--- src/rtl/io_pkg.sv ---
// Shared definitions for the GPIO pad controller: default sizes and the
// warm-up state machine encoding.
package io_pkg;

   localparam int NPADS_DEF       = 22;
   localparam int SYNC_STAGES_DEF = 2;

   // FILL: synchronizer and edge-delay flops still hold reset data.
   // RUN : edge detection is live.
   typedef enum logic [0:0] {
      WARM_FILL = 1'b0,
      WARM_RUN  = 1'b1
   } warm_state_e;

   // Counter width able to hold 0 .. stages (the last FILL count).
   function automatic int warm_cnt_width(input int stages);
      return $clog2(stages + 2);
   endfunction

endpackage

--- src/rtl/io_sync.sv ---
// Multi-stage flop synchronizer for asynchronous pad inputs.
// The output is the last stage; latency is STAGES clock cycles.
module io_sync #(
   parameter int WIDTH  = 1,
   parameter int STAGES = 2
) (
   input  logic             clk,
   input  logic             rst_n,
   input  logic [WIDTH-1:0] d,
   output logic [WIDTH-1:0] q
);

   logic [WIDTH-1:0] sync_q [STAGES];
   logic [WIDTH-1:0] sync_d [STAGES];

   // Shift chain: stage 0 samples the pad, each later stage takes its predecessor.
   always_comb begin
      sync_d[0] = d;
      for (int s = 1; s < STAGES; s++) begin
         sync_d[s] = sync_q[s-1];
      end
   end

   // Synchronizer flops, cleared asynchronously.
   always_ff @(posedge clk or negedge rst_n) begin
      if (!rst_n) begin
         for (int s = 0; s < STAGES; s++) begin
            sync_q[s] <= {WIDTH{1'b0}};
         end
      end else begin
         for (int s = 0; s < STAGES; s++) begin
            sync_q[s] <= sync_d[s];
         end
      end
   end

   assign q = sync_q[STAGES-1];

endmodule

--- src/rtl/io_gpio_ctrl.sv ---
// GPIO pad controller: registered output/special-function mux, input
// synchronization, edge-triggered sticky interrupt pending bits and a
// warm-up phase that suppresses edges caused by reset-cleared flops.
module io_gpio_ctrl
   import io_pkg::*;
#(
   parameter int NPADS       = NPADS_DEF,
   parameter int SYNC_STAGES = SYNC_STAGES_DEF
) (
   input  logic             clk,
   input  logic             rst_n,
   input  logic [NPADS-1:0] gpio_oe,
   input  logic [NPADS-1:0] gpio_fn,
   input  logic [NPADS-1:0] gpio_out,
   input  logic [NPADS-1:0] sf_out,
   input  logic [NPADS-1:0] sf_oe,
   input  logic [NPADS-1:0] pad_in,
   output logic [NPADS-1:0] pad_out,
   output logic [NPADS-1:0] pad_oe,
   output logic [NPADS-1:0] gpio_in,
   input  logic [NPADS-1:0] irq_rise_en,
   input  logic [NPADS-1:0] irq_fall_en,
   input  logic [NPADS-1:0] irq_clr,
   output logic [NPADS-1:0] irq_pending,
   output logic             irq
);

   localparam int               CNT_W     = warm_cnt_width(SYNC_STAGES);
   localparam logic [CNT_W-1:0] FILL_LAST = CNT_W'(SYNC_STAGES);
   localparam logic [CNT_W-1:0] CNT_ONE   = CNT_W'(1);

   logic [NPADS-1:0] pad_out_q, pad_out_d;
   logic [NPADS-1:0] pad_oe_q, pad_oe_d;
   logic [NPADS-1:0] gin_dly_q, gin_dly_d;
   logic [NPADS-1:0] pend_q, pend_d;
   logic             irq_q, irq_d;
   warm_state_e      state_q, state_d;
   logic [CNT_W-1:0] cnt_q, cnt_d;

   logic [NPADS-1:0] gpio_in_s;
   logic [NPADS-1:0] rise_s;
   logic [NPADS-1:0] fall_s;
   logic [NPADS-1:0] elig_s;
   logic [NPADS-1:0] set_s;
   logic             detect_en_s;

   io_sync #(
      .WIDTH  (NPADS),
      .STAGES (SYNC_STAGES)
   ) u_sync (
      .clk   (clk),
      .rst_n (rst_n),
      .d     (pad_in),
      .q     (gpio_in_s)
   );

   // Per-pad drive selection between GPIO and special function.
   always_comb begin
      pad_out_d = (gpio_fn & sf_out) | (~gpio_fn & gpio_out);
      pad_oe_d  = (gpio_fn & sf_oe)  | (~gpio_fn & gpio_oe);
   end

   // Warm-up next state: stay in FILL until the pipeline has flushed reset data.
   always_comb begin
      state_d = state_q;
      cnt_d   = cnt_q;
      case (state_q)
         WARM_FILL: begin
            if (cnt_q == FILL_LAST) begin
               state_d = WARM_RUN;
            end else begin
               cnt_d = cnt_q + CNT_ONE;
            end
         end
         WARM_RUN: begin
            state_d = WARM_RUN;
         end
         default: begin
            state_d = WARM_FILL;
            cnt_d   = {CNT_W{1'b0}};
         end
      endcase
   end

   // Warm-up outputs: edges are honoured only once running.
   always_comb begin
      detect_en_s = 1'b0;
      case (state_q)
         WARM_FILL: detect_en_s = 1'b0;
         WARM_RUN:  detect_en_s = 1'b1;
         default:   detect_en_s = 1'b0;
      endcase
   end

   // Edge detection, eligibility and sticky pending update (set beats clear).
   always_comb begin
      gin_dly_d = gpio_in_s;
      rise_s    = gpio_in_s & ~gin_dly_q;
      fall_s    = ~gpio_in_s & gin_dly_q;
      elig_s    = ~gpio_fn & ~gpio_oe;
      if (detect_en_s) begin
         set_s = elig_s & ((rise_s & irq_rise_en) | (fall_s & irq_fall_en));
      end else begin
         set_s = {NPADS{1'b0}};
      end
      pend_d = (pend_q & ~irq_clr) | set_s;
      irq_d  = |pend_q;
   end

   // All controller state; reset forces pads to input and discards events.
   always_ff @(posedge clk or negedge rst_n) begin
      if (!rst_n) begin
         pad_out_q <= {NPADS{1'b0}};
         pad_oe_q  <= {NPADS{1'b0}};
         gin_dly_q <= {NPADS{1'b0}};
         pend_q    <= {NPADS{1'b0}};
         irq_q     <= 1'b0;
         state_q   <= WARM_FILL;
         cnt_q     <= {CNT_W{1'b0}};
      end else begin
         pad_out_q <= pad_out_d;
         pad_oe_q  <= pad_oe_d;
         gin_dly_q <= gin_dly_d;
         pend_q    <= pend_d;
         irq_q     <= irq_d;
         state_q   <= state_d;
         cnt_q     <= cnt_d;
      end
   end

   assign pad_out     = pad_out_q;
   assign pad_oe      = pad_oe_q;
   assign gpio_in     = gpio_in_s;
   assign irq_pending = pend_q;
   assign irq         = irq_q;

endmodule

--- config.mk ---
export PLATFORM = sky130hd
export DESIGN_NAME = io_gpio_ctrl
export DESIGN_NICKNAME = d
export VERILOG_FILES = /design/src/rtl/io_pkg.sv /design/src/rtl/io_sync.sv /design/src/rtl/io_gpio_ctrl.sv
export SDC_FILE = /design/constraint.sdc
export NUM_CORES = 1
export LEC_CHECK = 0
export ABC_AREA = 1
export CAP_MARGIN = 25
export CORE_MARGIN = 1.5
export CORE_UTILIZATION = 40
export CTS_BUF_LIST = sky130_fd_sc_hd__clkbuf_16
export DETAILED_ROUTE_END_ITERATION = 8
export PLACE_DENSITY = 0.83
export SLEW_MARGIN = 10
export SYNTH_ARGS = -nofsm -noshare
export SYNTH_HDL_FRONTEND = slang
export SYNTH_HIERARCHICAL = 1
export SYNTH_SLANG_ARGS = --single-unit
--- constraint.sdc ---
create_clock -name clk -period 1.6 [get_ports clk]
set_input_delay 0.24 -clock clk [delete_from_list [all_inputs] [get_ports clk]]
set_output_delay 0.24 -clock clk [all_outputs]
set_load 0.03 [all_outputs]
==> flow_summary_export.csv, run 1 <==
group,metric,value,unit
logic_synthesis,syn_inst,540,
sta,min_period_over_period,92.05,%
die,dieArea,0.01345,mm2
setup_path,worstPathRequired,1360,ps
sta,hold_violations,0,
clock_tree,clock-sinks,136,
layout,drive_above_1_share,4.514,%
logic_synthesis,avgSynthCellArea,9.451,um2
logic_synthesis,yosys.area_share.simple,18.66,%
die,die_w,116.0,um
detailed_routing,via_per_inst,4.322,
detailed_routing,num_vias,4478,
logic_synthesis,ys_ff_latch,136,
setup_path,path_buf_inv,1,
detailed_routing,drc,0,
sta,fin_setup_tns,0,ps
sta,finalClockSkew,7.578,ps
global_route,grtUsageTotal,22.12,%
sta,slew_headroom,75.41,%
logic_synthesis,syn-cell-area,0.005104,mm2
sta,maxSlewViolCount,0,
global_route,antenna_found_initial,0,
clock_tree,cts_root_buffer,"clkbuf_16",
sta,worst_slew_pin_slew,368.9,ps
layout,final_cell_area,0.008772,mm2
layout,post-route-util,70.08,%
global_route,busiest_layer,"met2",
global_route,grt_pass1_vias,4530,
sta,rsz0062_at_grt,"false",
global_route,grt_max_degree,40,
logic_synthesis,syn_nets,741,
placement,io_buffers,288,
placement,dp_hpwl,11370,um
sta,max_freq,679.0,MHz
detailed_routing,wl_per_cell,14.04,um
logic_synthesis,synth-compound-area-share,5.492,%
setup_path,cp-start-kind,"flip-flop",
detailed_routing,drtIter0Drc,248,
setup_path,slowest_stage,"dlygate4sd2_1",
logic_synthesis,ys_types,13,
sta,setup_viol,0,
layout,num_antenna_cells,0,
sta,fin_crit,1473,ps
setup_path,max_stage_delay,440,ps
logic_synthesis,synth_xor_area_share,0.1716,%
setup_path,crit_chain,"dlygate4sd2_1",
outcome,outcome,"finished clean",
setup_path,path_max_fanout,4,
setup_path,critPathArrivalTime,1230,ps
run,cap_viol_max_count,0,
logic_synthesis,synth_top_family_by_area,"simple AND/OR/NAND/NOR gates",
die,start_util,40.77,%
logic_synthesis,synthAdderAreaFrac,0.2452,%
setup_path,cp-end-kind,"primary output",
clock_tree,clkSlewWorstSetupHoldPaths,60,ps
die,num_rows,41,
logic_synthesis,muxShareOfSynthArea,0,%
setup_path,crit_type,"reg2out",
global_route,use_met2,39.25,%
layout,num-fill-cells,1008,
die,die_h,116.0,um
placement,place_congestion,0.8563,
logic_synthesis,yosysWarnings,6,
global_route,grt_pass1_wl,21740,um
global_route,use_met3,10.09,%
layout,area_delta_synth_final,71.88,%
clock_tree,htreeDepth,4,
layout,nNetsFinal,1052,
detailed_routing,drt-total-wl,14550,um
hold_path,hold_class,"in2reg",
clock_tree,clock_latency,410,ps
clock_tree,cts_tree,"built",
global_route,grt.overflow.total,0,
pwr,p_leak,4.599,nW
clock_tree,numCtsBuffers,17,
die,design.core.area,0.01252,mm2
global_route,grtUsageMet1,22.02,%
layout,stdcell_count,1036,
die,io_pins,289,
detailed_routing,ant_nets,0,
pwr,power-per-cell-area,1060,mW/mm2
setup_path,crit_family,"buffers and inverters",
placement,dpl-instance-area,0.008255,mm2
pwr,power.total,9.295,mW
placement,dp_cells,1003,
pwr,ir_worst_vdd,0.0007251,V
logic_synthesis,yosysSeqAreaShare,66.68,%
detailed_routing,dr.pass1.iters,6,
clock_tree,clockBufferDepth,2,
==> power by group <==
part | switching [mW] | internal (mW)
Sequential | 0.0988 | 3.66
Combinational | 0.745 | 0.716
Clock | 1.36 | 2.72
==> cell type report <==
cell class / count / area [um2] / area share, %
Timing Repair Buffer: 294 / 2858 / 32.58
Multi-Input combinational cell: 289 / 1254 / 14.29
Clock inverter: 15 / 192.7 / 2.197
Clock buffer: 17 / 425.4 / 4.850
Sequential cell: 136 / 3403 / 38.80
Inverter: 113 / 424.2 / 4.835
Tap cell: 172 / 215.2 / 2.453
==> final timing paths <==
check	start	to	slack, ps	cells after the start
setup reg to reg	state_q	irq_pending[12]	480	5
min in group asynchronous	rst_n	u_sync/sync_d[15]	300	2
max in group asynchronous	rst_n	pad_out[0]	730	3
hold reg to reg	u_sync/sync_d[8]	u_sync/q[8]	340	0
setup / recovery	u_sync/q[17]	gpio_in[17]	130	1
hold / removal	pad_in[18]	u_sync/sync_d[18]	270	1
==> worst register-to-register path, cell delays in order, from the launching register on <==
cell and delay [ps]:
dfrtp_1 380, inv_2 200, buf_12 200, nor2_1 80, nand3_1 90, nand2_1 50
==> cell families after synthesis <==
logic type,count (synthesis)
AOI/OAI and AO/OA,45
and+or+nand+nor,242
DFF,136
adders and majority gates,1
buffers and inverters,115
xor gates and xnor gates,1
==> cell usage after synthesis (all sizes together) <==
library cell | n | area, um2
buf | 2 | 22.52
or2 | 2 | 12.51
nor2 | 36 | 145.1
nand3 | 23 | 115.1
ha | 1 | 12.51
dfrtp | 136 | 3403
o21a | 22 | 165.2
inv | 113 | 424.2
o21ai | 23 | 115.1
xor2 | 1 | 8.760
nand2 | 181 | 679.4
==> through the flow <==
| step | setup slack [ps] | hold WS (ps) |
|---|---|---|
| global route | 68.01 | 253.9 |
| global placement | 300.6 | 169.4 |
| CTS | 93.83 | 250.4 |
| detailed placement | 276.5 | 173.3 |
| finish | 127.1 | 267.5 |
| floorplan | 612.7 | -55.59 |
==> sequential cells by signal, summed over array words and instances, names as in the netlist <==
| name | flops |
|---|---|
| gin_dly_q | 22 |
| irq_pending | 22 |
| pad_oe | 22 |
| pad_out | 22 |
| u_sync/q | 22 |
| u_sync/sync_d | 22 |
| cnt_q | 2 |
| irq | 1 |
| state_q | 1 |
==> cells in the final DEF (no fill, tap or decap) <==
| cell | instances |
|---|---|
| clkdlybuf4s50_1 | 198 |
| nand2_1 | 181 |
| dfrtp_1 | 136 |
| inv_1 | 116 |
| dlygate4sd2_1 | 89 |
| nor2_1 | 32 |
| o21ai_0 | 23 |
| nand3_1 | 23 |
| o21a_1 | 22 |
| clkbuf_16 | 17 |
| bufinv_16 | 5 |
| nor2_2 | 4 |
| clkinv_2 | 4 |
| buf_12 | 3 |
| or2_2 | 2 |
| clkinv_1 | 2 |
| buf_4 | 2 |
| inv_2 | 1 |
| xor2_1 | 1 |
| ha_1 | 1 |
| dlygate4sd3_1 | 1 |
| buf_6 | 1 |
==> routing by layer <==
layer  vias up  part of all wire, %
li1       2227                    -
met4         0                  2.8
met3        25                   11
met5         -                    0
met1      2030                   35
met2       196                   51
==> timing repair <==
item,CTS,global route
hold buffers,1,0
endpoints found under the setup margin,89,0
setup buffers,0,0
resized for setup,89,0
hold endpoints to repair,35,0
Note: power is estimated with default switching activity, not from simulation.
==> run 2: changes to the inputs <==
--- a/config.mk
+++ b/config.mk
@@ -8,10 +8,11 @@
 export ABC_AREA = 1
 export CAP_MARGIN = 25
 export CORE_MARGIN = 1.5
-export CORE_UTILIZATION = 40
+export CORE_UTILIZATION = 41
 export CTS_BUF_LIST = sky130_fd_sc_hd__clkbuf_16
 export DETAILED_ROUTE_END_ITERATION = 8
-export PLACE_DENSITY = 0.83
+export PLACE_DENSITY = 0.85
+export REMOVE_ABC_BUFFERS = 1
 export SLEW_MARGIN = 10
 export SYNTH_ARGS = -nofsm -noshare
 export SYNTH_HDL_FRONTEND = slang
==> run 2 against run 1 <==
Effect of this change: power shrank 3.3%; sequential cell count unchanged; critical path depth is the same; worst hold slack got worse by 12 ps; wire length up 0.69%; clock-buffer cell count stayed put; final area decreased by 0.63%; critical endpoint is now irq_pending[21]; largest cell class unchanged.
==> flow_summary_export.csv, run 2 (synthesis gave the netlist of run 1 again) <==
group,metric,value,unit
layout,drive_above_1_share,4.519,%
clock_tree,clockBufferDepth,2,
placement,io_buffers,288,
die,die_h,114.6,um
die,io_pins,289,
sta,setup_viol,0,
layout,post-route-util,72.27,%
sta,finalClockSkew,3.526,ps
global_route,grt_pass1_vias,4803,
clock_tree,clock-sinks,136,
sta,max_freq,655.2,MHz
die,dieArea,0.01313,mm2
detailed_routing,drtIter0Drc,210,
detailed_routing,wl_per_cell,14.21,um
hold_path,holdPathStages,1,
setup_path,r2r_end,"irq_pending[9]",
die,design.core.area,0.01206,mm2
detailed_routing,num_vias,4520,
setup_path,path_buf_inv,1,
setup_path,worstPathRequired,1360,ps
placement,place_congestion,0.8389,
clock_tree,clkSlewWorstSetupHoldPaths,60,ps
global_route,grtUsageMet1,24.51,%
setup_path,crit_family,"flip-flops",
detailed_routing,drc,0,
setup_path,max_stage_delay,430,ps
sta,worst_slew_pin_slew,465.2,ps
sta,hold_violations,0,
global_route,grt_max_degree,47,
setup_path,rr_worst_depth,5,
setup_path,r2r_start,"state_q",
hold_path,hold_class,"in2reg",
setup_path,rrSetupSlack,500,ps
layout,layout_common_cells,"clkdlybuf4s50_1 (198), nand2_1 (181), dfrtp_1 (136), inv_1 (114), dlygate4sd2_1 (88)",
pwr,ir_worst_vdd,0.0008408,V
layout,stdcell_count,1031,
sta,rsz0062_at_grt,"false",
pwr,power.total,8.984,mW
setup_path,slowest_stage,"dfrtp_1",
sta,fin_crit,1526,ps
detailed_routing,via_per_inst,4.384,
clock_tree,htreeDepth,4,
placement,dp_hpwl,11500,um
pwr,power-per-cell-area,1031,mW/mm2
setup_path,crit_chain,"dlygate4sd2_1",
setup_path,cp-end-kind,"primary output",
run,cap_viol_max_count,0,
layout,area_delta_synth_final,70.80,%
sta,min_period_over_period,95.39,%
setup_path,critPathArrivalTime,1290,ps
setup_path,path_max_fanout,3,
clock_tree,numCtsBuffers,17,
pwr,p_leak,4.568,nW
outcome,outcome,"finished clean",
die,die_w,114.6,um
global_route,use_met3,8.947,%
global_route,antenna_found_initial,0,
setup_path,cp-start-kind,"flip-flop",
detailed_routing,drt-total-wl,14650,um
clock_tree,clock_latency,420,ps
die,num_rows,40,
clock_tree,cts_root_buffer,"clkbuf_16",
layout,num_antenna_cells,0,
hold_path,min_to,"u_sync/sync_d[6]",
clock_tree,cts_tree,"built",
layout,layout_commonest_cell,"clkdlybuf4s50_1",
detailed_routing,ant_nets,0,
sta,fin_setup_tns,0,ps
sta,slew_headroom,68.98,%
clock_tree,cts_setup_buffers,0,
sta,maxSlewViolCount,0,
detailed_routing,dr.pass1.iters,4,
global_route,grtUsageTotal,23.69,%
die,start_util,42.31,%
global_route,grt.overflow.total,0,
global_route,busiest_layer,"met2",
setup_path,crit_type,"reg2out",
global_route,grt_pass1_wl,22890,um
layout,nNetsFinal,1052,
placement,dp_cells,999,
global_route,use_met2,42.04,%
hold_path,min_from,"pad_in[6]",
run 2: timing repair:
item                                    4_1_cts  5_1_grt
hold buffers                                  1        0
endpoints found under the hold margin        43        0
endpoints found under the setup margin       89        1
gates resized for setup                      89        1
run 2: through the flow:
step	hold slack [ps]	cell area, um2	setup slack (ps)
after floorplan	-55.59	5081	612.7
after detailed placement	215.1	8250	193.4
after global routing	245.4	8717	3.283
final	255.9	8717	73.76
after global placement	215.4	8250	190.6
after CTS	240.3	8716	23.04
run 2: cell type report:
type / count / area, um2
clock buffers: 17 / 425.4
clock inverters: 14 / 141.4
repair buffers: 294 / 2859
well taps: 168 / 210.2
flip-flops and latches: 136 / 3403
multi-input cells: 289 / 1254
inverters: 113 / 424.2
fillers: 913 / 3344
run 2: power by group:
group          switching [mW]  total [mW]  internal (mW)
Sequential              0.101        3.76           3.66
Clock                    1.37        3.76           2.39
Combinational           0.745        1.46          0.718
run 2: metal layers:
metal	vias up	routed length (um)	part of all wire (%)
met5	-	0	0
met4	0	437	3.0
met3	33	1316	9.0
met2	204	7555	52
met1	2059	5339	36
li1	2224	-	-
run 2: worst max path at each step:
stage / from / to / slack [ps] / depth (start not counted)
global route: u_sync/q[21] / gpio_in[21] / 3 / 1
finish: irq_pending[21] / irq_pending[21] / 70 / 1
detailed placement: irq_pending[21] / irq_pending[21] / 190 / 1
CTS: irq_pending[21] / irq_pending[21] / 20 / 1
global placement: irq_pending[21] / irq_pending[21] / 190 / 1
floorplan: cnt_q[0] / cnt_q[1] / 610 / 6
==> run 3: changes to the inputs <==
--- a/config.mk
+++ b/config.mk
@@ -5,12 +5,12 @@
 export SDC_FILE = /design/constraint.sdc
 export NUM_CORES = 1
 export LEC_CHECK = 0
-export ABC_AREA = 1
 export CAP_MARGIN = 25
-export CORE_MARGIN = 1.5
-export CORE_UTILIZATION = 41
+export CORE_AREA = 2 2 112 114
 export CTS_BUF_LIST = sky130_fd_sc_hd__clkbuf_16
+export CTS_CLUSTER_SIZE = 20
 export DETAILED_ROUTE_END_ITERATION = 8
+export DIE_AREA = 0 0 114 116
 export PLACE_DENSITY = 0.85
 export REMOVE_ABC_BUFFERS = 1
 export SLEW_MARGIN = 10
==> run 3 against run 2 <==
Effect of this change: final cell count decreased by 23%; non-clock buffer count increased by 1; sequential share of layout area increased by 1.6 points; maximum frequency decreased by 1.3%; power decreased by 0.16%; via count decreased by 14%; critical path type is now reg2reg; sequential power about the same; critical endpoint is now irq; setup slack got worse by 19 ps.
==> flow_summary_export.csv, run 3 <==
group,metric,value,unit
setup_path,crit_chain,"nor4_2, buf_4, nand4_1, or4_1",
layout,multiInputGateArea,0.001264,mm2
logic_synthesis,syn_inst,328,
logic_synthesis,avgSynthCellArea,14.45,um2
logic_synthesis,syn-cell-area,0.004740,mm2
die,dieArea,0.01322,mm2
logic_synthesis,yosysSeqAreaShare,71.81,%
sta,maxSlewViolCount,0,
global_route,grt.overflow.total,0,
placement,place_congestion,0.9385,
detailed_routing,wl_per_cell,17.78,um
die,num_rows,40,
die,io_pins,289,
run,cap_viol_max_count,0,
layout,drive_above_1_share,12.88,%
setup_path,path_buf_inv,1,
pwr,ir_worst_vdd,0.001017,V
detailed_routing,num_vias,3874,
sta,setup_viol,0,
pwr,power-per-cell-area,1071,mW/mm2
global_route,grtUsageTotal,21.69,%
logic_synthesis,ys_types,15,
clock_tree,clock-sinks,136,
clock_tree,cts_tree,"built",
outcome,outcome,"finished clean",
sta,fin_hold_ws,221.6,ps
layout,regArea,0.003403,mm2
layout,area_delta_synth_final,76.72,%
logic_synthesis,synthDominantCellAreaShare,71.81,%
setup_path,slowest_stage,"or4_1",
layout,num-fill-cells,856,
clock_tree,clock_latency,410,ps
logic_synthesis,synth.area.top_cells,"dfrtp_1 (72%), mux2_2 (10%), a32o_1 (4.6%), nand3b_1 (3.5%), o21ai_0 (2.4%)",
logic_synthesis,async_flop_share,100.0,%
global_route,grt_pass1_vias,4306,
detailed_routing,drt-total-wl,14210,um
sta,rsz0062_at_grt,"false",
placement,dp_hpwl,11020,um
layout,layout_common_cells,"clkdlybuf4s50_1 (198), dfrtp_1 (136), dlygate4sd2_1 (89), mux2_2 (44)",
sta,min_period_over_period,96.60,%
setup_path,crit_type,"reg2reg",
setup_path,cp-start-kind,"flip-flop",
detailed_routing,ant_nets,0,
logic_synthesis,synth_edf_count,0,
setup_path,crit_family,"simple AND/OR/NAND/NOR gates",
die,start_util,39.79,%
die,design.core.area,0.01191,mm2
layout,nNetsFinal,840,
sta,fin_setup_tns,0,ps
global_route,grt_max_degree,51,
logic_synthesis,ys_ff_latch,136,
detailed_routing,via_per_inst,4.849,
clock_tree,clockBufferDepth,2,
detailed_routing,drc,0,
logic_synthesis,yosysWarnings,6,
logic_synthesis,synth_most_common_cell,"dfrtp_1",
sta,hold_violations,0,
setup_path,cp-end-kind,"flip-flop",
setup_path,max_stage_delay,420,ps
global_route,grt_pass1_wl,21330,um
pwr,power.total,8.970,mW
layout,num_antenna_cells,0,
pwr,p_leak,3.756,nW
clock_tree,numCtsBuffers,17,
sta,fin_crit,1546,ps
detailed_routing,dr.pass1.iters,4,
sta,max_freq,647.0,MHz
placement,io_buffers,288,
setup_path,path_max_fanout,3,
logic_synthesis,synth_ff_type,"dfrtp_1",
clock_tree,cts_root_buffer,"clkbuf_16",
setup_path,worstPathRequired,1880,ps
clock_tree,clkSlewWorstSetupHoldPaths,60,ps
die,die_w,114,um
die,die_h,116,um
layout,layout_commonest_cell,"clkdlybuf4s50_1",
detailed_routing,drtIter0Drc,159,
logic_synthesis,synth_top_area_cell,"dfrtp_1",
logic_synthesis,synthTopCellsByCount,"dfrtp_1 (136), mux2_2 (44), inv_1 (23), nand2_1 (23), o21ai_0 (23)",
setup_path,critPathArrivalTime,1830,ps
clock_tree,htreeDepth,4,
sta,slew_headroom,74.19,%
sta,worst_slew_pin_slew,388.8,ps
hold_path,hold_class,"in2async",
global_route,antenna_found_initial,0,
sta,finalClockSkew,3.638,ps
## run 3: worst register-to-register path: cells and delay by family, from the launching register on
kind,cells,cell delay [ps]
flops,1,410
simple gates,3,840
buf+inv,1,170
## run 3: cells by family after synthesis
| logic type | Yosys count | share of synthesized area (%) |
|---|---|---|
| compound gates | 45 | 7.075 |
| xor+xnor | 1 | 0.1848 |
| fa+ha+maj | 1 | 0.2639 |
| buf+inv | 26 | 2.059 |
| flops | 136 | 71.81 |
| mux | 44 | 10.45 |
| simple gates | 75 | 8.157 |
## run 3: per-stage QoR
step,area [um2],instances,setup slack [ps],utilization (%)
detailed placement,7866,766,14.23,66.04
floorplan,4728,325,4.962,-
global route,8376,799,6.164,70.32
finish,8376,799,54.39,70.32
global placement,7866,766,23.30,66.04
CTS,8357,799,3.912,70.16
## run 3: cell type report
class,count,area share (%)
well taps,147,2.196
flip-flops and latches,136,40.63
clock inverters,15,1.912
repair buffers,295,34.06
inverters,23,1.031
multi-input cells,166,15.09
clock buffers,17,5.079
## run 3: power by group
group | switching, mW | leakage, nW | internal [mW]
Combinational | 0.645 | 1.87 | 0.742
Sequential | 0.102 | 1.62 | 3.65
Clock | 1.42 | 0.267 | 2.41
## run 3: worst paths after layout
check,from,end,slack (ps),depth (start not counted)
worst min-delay path,rst_n,u_sync/sync_d[1],220,2
worst max-delay path,irq_pending[6],irq,50,4
min in group clk,pad_in[19],u_sync/sync_d[19],260,1
worst min register to register,u_sync/sync_d[18],u_sync/q[18],350,0
worst max register to register,irq_pending[6],irq,50,4
max in group asynchronous,rst_n,pad_out[16],810,3
## run 3: routing by layer
metal / up-vias / track usage (%) / part of all wire, %
met5: - / 0 / 0
met4: 0 / 11.06 / 3.5
met3: 40 / 8.054 / 8.4
met2: 192 / 39.72 / 53
met1: 1866 / 21.53 / 35
li1: 1776 / - / -
## run 3: what timing repair did
action,4_1_cts,5_1_grt
gates resized for setup,90,3
hold endpoints to repair,136,0
hold buffers,1,0
setup endpoints to repair,90,1
buffers inserted,0,0
